===== src/rtl/reset_seq_pkg.sv =====
// Shared types for the board reset sequencer: FSM states and reset-cause codes,
// plus the saturating tick-counter increment.
package reset_pkg;

  typedef enum logic [2:0] {
    WAIT_PWR,
    PORESET,
    HRESET,
    RELEASE,
    RUN
  } state_t;

  typedef enum logic [1:0] {
    CAUSE_POR = 2'b00,
    CAUSE_REQ = 2'b01,
    CAUSE_PWR = 2'b10,
    CAUSE_TMO = 2'b11
  } cause_t;

  // Tick counter holds at all-ones instead of wrapping back to a state-ending value.
  function automatic logic [7:0] cnt_inc(input logic [7:0] c);
    return (c == 8'hFF) ? c : c + 8'd1;
  endfunction

endpackage


===== src/rtl/reset_seq_sync2.sv =====
// Two-flop synchroniser for an asynchronous level input, cleared to 0 by rst_n.
module sync2 (
  input  logic clk,
  input  logic rst_n,
  input  logic d,
  output logic q
);

  logic meta_p0;

  always_ff @(posedge clk or negedge rst_n) begin
    if (!rst_n) begin
      meta_p0 <= 1'b0;
      q       <= 1'b0;
    end else begin
      meta_p0 <= d;
      q       <= meta_p0;
    end
  end

endmodule


===== src/rtl/reset_seq.sv =====
// Board reset sequencer: drives PORESET# then HRESET#, waits for the SoC to release HRESET#.
// Optional macro RESET_SEQ_TIMEOUT_EN enables the HRESET# release timeout and timeout_err.
module reset_seq
  import reset_pkg::*;
#(
  parameter logic [7:0] PORESET_CNT     = 8'd4,
  parameter logic [7:0] HRESET_CNT      = 8'd2,
  parameter logic [7:0] RELEASE_TIMEOUT = 8'd16
) (
  input  logic       clk,
  input  logic       rst_n,
  input  logic       ce,
  input  logic       reset_req,
  input  logic       pwr_good,
  input  logic       hreset_in_n,
  output logic       poreset_n,
  output logic       hreset_oe,
  output logic       busy,
  output logic       req_ack,
  output logic [1:0] cause,
  output logic       timeout_err
);

`ifdef RESET_SEQ_TIMEOUT_EN
  localparam bit TMO_EN = 1'b1;
`else
  localparam bit TMO_EN = 1'b0;
`endif

  logic reset_req_s, pwr_good_s, hreset_in_n_s;

  sync2 u_sync_req  (.clk(clk), .rst_n(rst_n), .d(reset_req),   .q(reset_req_s));
  sync2 u_sync_pwr  (.clk(clk), .rst_n(rst_n), .d(pwr_good),    .q(pwr_good_s));
  sync2 u_sync_hrst (.clk(clk), .rst_n(rst_n), .d(hreset_in_n), .q(hreset_in_n_s));

  state_t     state, state_nx;
  logic [7:0] cnt, cnt_nx;
  logic       restart, ack_nx, terr_nx;
  logic [1:0] cause_nx;

  always_comb begin
    state_nx = state;
    restart  = 1'b0;
    ack_nx   = 1'b0;
    cause_nx = cause;
    terr_nx  = timeout_err;
    // Power loss beats a request, which beats normal sequencing.
    if (state != WAIT_PWR && !pwr_good_s) begin
      state_nx = WAIT_PWR;
      cause_nx = CAUSE_PWR;
    end else if (state != WAIT_PWR && reset_req_s) begin
      state_nx = PORESET;
      restart  = 1'b1;
      ack_nx   = 1'b1;
      cause_nx = CAUSE_REQ;
    end else begin
      case (state)
        WAIT_PWR: if (pwr_good_s) state_nx = PORESET;
        PORESET:  if (ce && cnt == PORESET_CNT - 8'd1) state_nx = HRESET;
        HRESET:   if (ce && cnt == HRESET_CNT - 8'd1) state_nx = RELEASE;
        RELEASE: begin
          if (hreset_in_n_s) begin
            state_nx = RUN;
          end else if (TMO_EN && ce && cnt == RELEASE_TIMEOUT - 8'd1) begin
            state_nx = PORESET;
            cause_nx = CAUSE_TMO;
            terr_nx  = 1'b1;
          end
        end
        RUN:      state_nx = RUN;
        default:  state_nx = WAIT_PWR;
      endcase
    end
    if (state_nx != state || restart) cnt_nx = 8'd0;
    else if (ce)                      cnt_nx = cnt_inc(cnt);
    else                              cnt_nx = cnt;
  end

  // Outputs are decoded from the next state so they move on the same edge as the state.
  always_ff @(posedge clk or negedge rst_n) begin
    if (!rst_n) begin
      state       <= WAIT_PWR;
      cnt         <= 8'd0;
      poreset_n   <= 1'b0;
      hreset_oe   <= 1'b1;
      busy        <= 1'b1;
      req_ack     <= 1'b0;
      cause       <= CAUSE_POR;
      timeout_err <= 1'b0;
    end else begin
      state       <= state_nx;
      cnt         <= cnt_nx;
      poreset_n   <= !(state_nx inside {WAIT_PWR, PORESET});
      hreset_oe   <= state_nx inside {WAIT_PWR, PORESET, HRESET};
      busy        <= state_nx != RUN;
      req_ack     <= ack_nx;
      cause       <= cause_nx;
      timeout_err <= terr_nx;
    end
  end

endmodule


===== config.mk =====
export PLATFORM = sky130hd
export DESIGN_NAME = reset_seq
export DESIGN_NICKNAME = d
export VERILOG_FILES = /design/src/rtl/reset_seq_pkg.sv /design/src/rtl/reset_seq_sync2.sv /design/src/rtl/reset_seq.sv
export SDC_FILE = /design/constraint.sdc
export NUM_CORES = 1
export LEC_CHECK = 0
export BUFFER_PORTS_ARGS = -buffer_cell sky130_fd_sc_hd__buf_2
export CORE_MARGIN = 4
export CORE_UTILIZATION = 56
export DETAILED_ROUTE_END_ITERATION = 10
export GPL_TIMING_DRIVEN = 1
export PLACE_DENSITY_LB_ADDON = 0.05
export REMOVE_ABC_BUFFERS = 1
export SYNTH_ARGS = -nofsm -noshare
export SYNTH_HDL_FRONTEND = slang
export SYNTH_HIERARCHICAL = 1
export SYNTH_SLANG_ARGS = --single-unit

===== constraint.sdc =====
create_clock -name clk -period 2.35 [get_ports clk]
set_input_delay 0.47 -clock clk [delete_from_list [all_inputs] [get_ports clk]]
set_output_delay 0.47 -clock clk [all_outputs]
set_load 0.02 [all_outputs]

==> results_dict.tcl <==
set metrics [dict create \
    grt_pass1_vias 802 \
    fp.coreArea_um2 1962 \
    drcViolationCount 0 \
    path_clk_slew_ns 0.12 \
    grtUsageTotal 0.1818 \
    viasPerCell 5.797 \
    start_kind "flop" \
    fin_crit_ns 1.986 \
    met2_usage 0.3082 \
    drt-wirelength-per-cell_um 14.51 \
    antenna_found_initial 0 \
    grt_pass1_wl_mm 3.726 \
    multi_input_area_um2 534.3 \
    stdcell_count 148 \
    clockRootBuffer "clkbuf_4" \
    place.detailed.hpwl_mm 1.535 \
    worst_path_max_delay_cell "nand4bb_1" \
    synth_cell_types 40 \
    globalRouteMet1Util 0.2378 \
    hold_slack_ns 0.09532 \
    drt_iter0_markers 20 \
    path_buf_inv 0 \
    powerDensity_nw_per_um2 747.4 \
    finalWirelength_mm 2.147 \
    top_usage_layer "met2" \
    die_area_um2 2866 \
    cts.path.max_buffers 2 \
    dr.pass1.iters 4 \
    utilization 0.6358 \
    num-fill-cells 179 \
    tritoncts "built" \
    grt_max_degree 24 \
    setup_viol 0 \
    maxCapViolations 0 \
    nets 130 \
    h-tree-depth 1 \
    drive_gt1_frac 0.1901 \
    hold_class "input port to async pin" \
    dieHeight_um 53.54 \
    async_reset_ff_frac 1.000 \
    ys_ff_latch 23 \
    syn_inst 111 \
    post_cts_resized 0 \
    post-cts-setup-buffer-count 0 \
    gp_congestion 0.7773 \
    fmax_mhz 503.6 \
    cts_hold_buf 0 \
    end_kind "flop" \
    grt_use_met3 0.01662 \
    final_common_cell "dfrtp_1" \
    start_util 0.5918 \
    peakVddDrop_uv 583.3 \
    final_cell_mix "dfrtp_1 (21), buf_2 (11), a211oi_1 (9)" \
    cp.required_ns 2.58 \
    ioPinCount 13 \
    min_period_over_period 0.8449 \
    crit_chain "ha_1 > and4bb_2 > a21boi_0 > nand4bb_1 > a211oi_1" \
    synth_edf_count 0 \
    crit_family "simple AND/OR/NAND/NOR gates" \
    grt.overflow.total 0 \
    avgSynthCellArea_um2 10.46 \
    tightest_slew_ns 0.5822 \
    yosys_most_used_dff "dfrtp_1" \
    fp-row-count 16 \
    ant_nets 0 \
    rsz0062_at_grt "no" \
    relSlewSlack 0.6092 \
    power_uw 932.4 \
    clkLatencyLatePin_ns 0.31 \
    worst-path-max-fanout 10 \
    route.vias.total 858 \
    port_buffers 11 \
    place_inst 144 \
    leakagePower_uw 0.0005182 \
    finalMaxSlewViolations 0 \
    synthesis.area_um2 1161 \
    synth_warnings 6 \
    area_delta_synth_final_pct 7.436 \
    hold_violations 0 \
    worstSetupPathType "flop to flop" \
    antenna_cells 0 \
    cts.sinks 23 \
    cpPeakStageDelay_ns 0.47 \
    seq_area_um2 578.1 \
    status "finished, final reports clean" \
    skew_ns 0.003606 \
    fin_setup_tns_ns 0 \
    arrival_ns 2.21 \
    synth-seq-area-share 0.4978 \
    die_w_um 53.54 \
    cts-buffers-inserted 3 \
]
-- cell type report --
cell class | count | share of cell area
well taps | 27 | 0.02708
clock inverters | 1 | 0.004012
multi-input cells | 79 | 0.4283
flip-flops and latches | 23 | 0.4634
clock buffers | 3 | 0.01805
repair buffers | 12 | 0.05015
inverters | 3 | 0.009027
-- through the flow --
step	cell area [um^2]	setup slack, ns
3_3_place_gp	1220	0.5040
5_1_grt	1247	0.1449
4_1_cts	1247	0.3604
2_1_floorplan	1124	0.3933
6_report	1247	0.3644
3_5_place_dp	1220	0.3823
-- flip-flops by register name, summed over array words and instances (netlist names) --
name and count:
cnt 8, state 3, cause 2, busy 1, hreset_oe 1, poreset_n 1, req_ack 1, u_sync_hrst/meta_p0 1
u_sync_hrst/q 1, u_sync_pwr/meta_p0 1, u_sync_pwr/q 1, u_sync_req/meta_p0 1, u_sync_req/q 1
-- logic make-up (layout without fill, tap and decap cells) --
kind of cell,count (synthesis),in the layout,share of synthesized area
adder cells (fa/ha/maj),2,2,0.02155
other,1,1,0.003230
flip-flops,23,23,0.4978
AND/OR/NAND/NOR,41,41,0.2198
buffers and inverters,9,19,0.04202
AO/OA/AOI/OAI,29,29,0.1627
XOR/XNOR,1,1,0.007544
multiplexers,5,5,0.04526
-- layer usage --
layer  vias to the layer above  part of all wire
met5                         -                 0
met1                       409              0.44
met4                         0             0.020
li1                        430                 -
met3                         5             0.026
met2                        14              0.51
-- worst register-to-register path: stages, from the launching register on --
cell and delay (ns):
dfrtp_1 0.44, ha_1 0.29, and4bb_2 0.28, a21boi_0 0.08, nand4bb_1 0.47, a211oi_1 0.35
-- Yosys cell counts (2+ instances only) --
library cell  count  area, um^2
a211oi_1          9       67.56
a21oi_1           6       30.03
a31oi_1           2       12.51
and4_1            2       17.52
buf_2             3       15.01
dfrtp_1          21       525.5
dfstp_2           2       52.55
ha_1              2       25.02
inv_1             3       11.26
mux2_2            2       22.52
mux2i_1           3       30.03
nand2_1           5       18.77
nand2b_1          3       18.77
nand3_1           6       30.03
nand4_1           3       18.77
nor2_1            8       30.03
nor3_1            2       10.01
nor3b_1           2       15.01
o21ai_0           6       30.03
-- worst paths after layout --
kind	endpoint	from	slack (ns)	depth (start not counted)
max	cnt[2]$_DFFE_PN0P_	cnt[0]$_DFFE_PN0P_	0.36	5
max in group asynchronous	hreset_oe$_DFF_PN1_	rst_n	1.90	1
min reg2reg	u_sync_pwr/q$_DFF_PN0_	u_sync_pwr/meta_p0$_DFF_PN0_	0.36	0
max reg2reg	cnt[2]$_DFFE_PN0P_	cnt[0]$_DFFE_PN0P_	0.36	5
min in group clk	u_sync_hrst/meta_p0$_DFF_PN0_	hreset_in_n	0.25	1
min	cnt[4]$_DFFE_PN0P_	rst_n	0.1	1
-- where the power goes --
| part | internal (uW) | switching (uW) | total (uW) | leakage (uW) |
|---|---|---|---|---|
| Combinational | 105 | 163 | 268 | 0.000208 |
| Clock | 63.8 | 115 | 179 | 0.0000177 |
| Sequential | 438 | 47.9 | 486 | 0.000292 |
No activity file was read; power rests on OpenSTA's default activity.
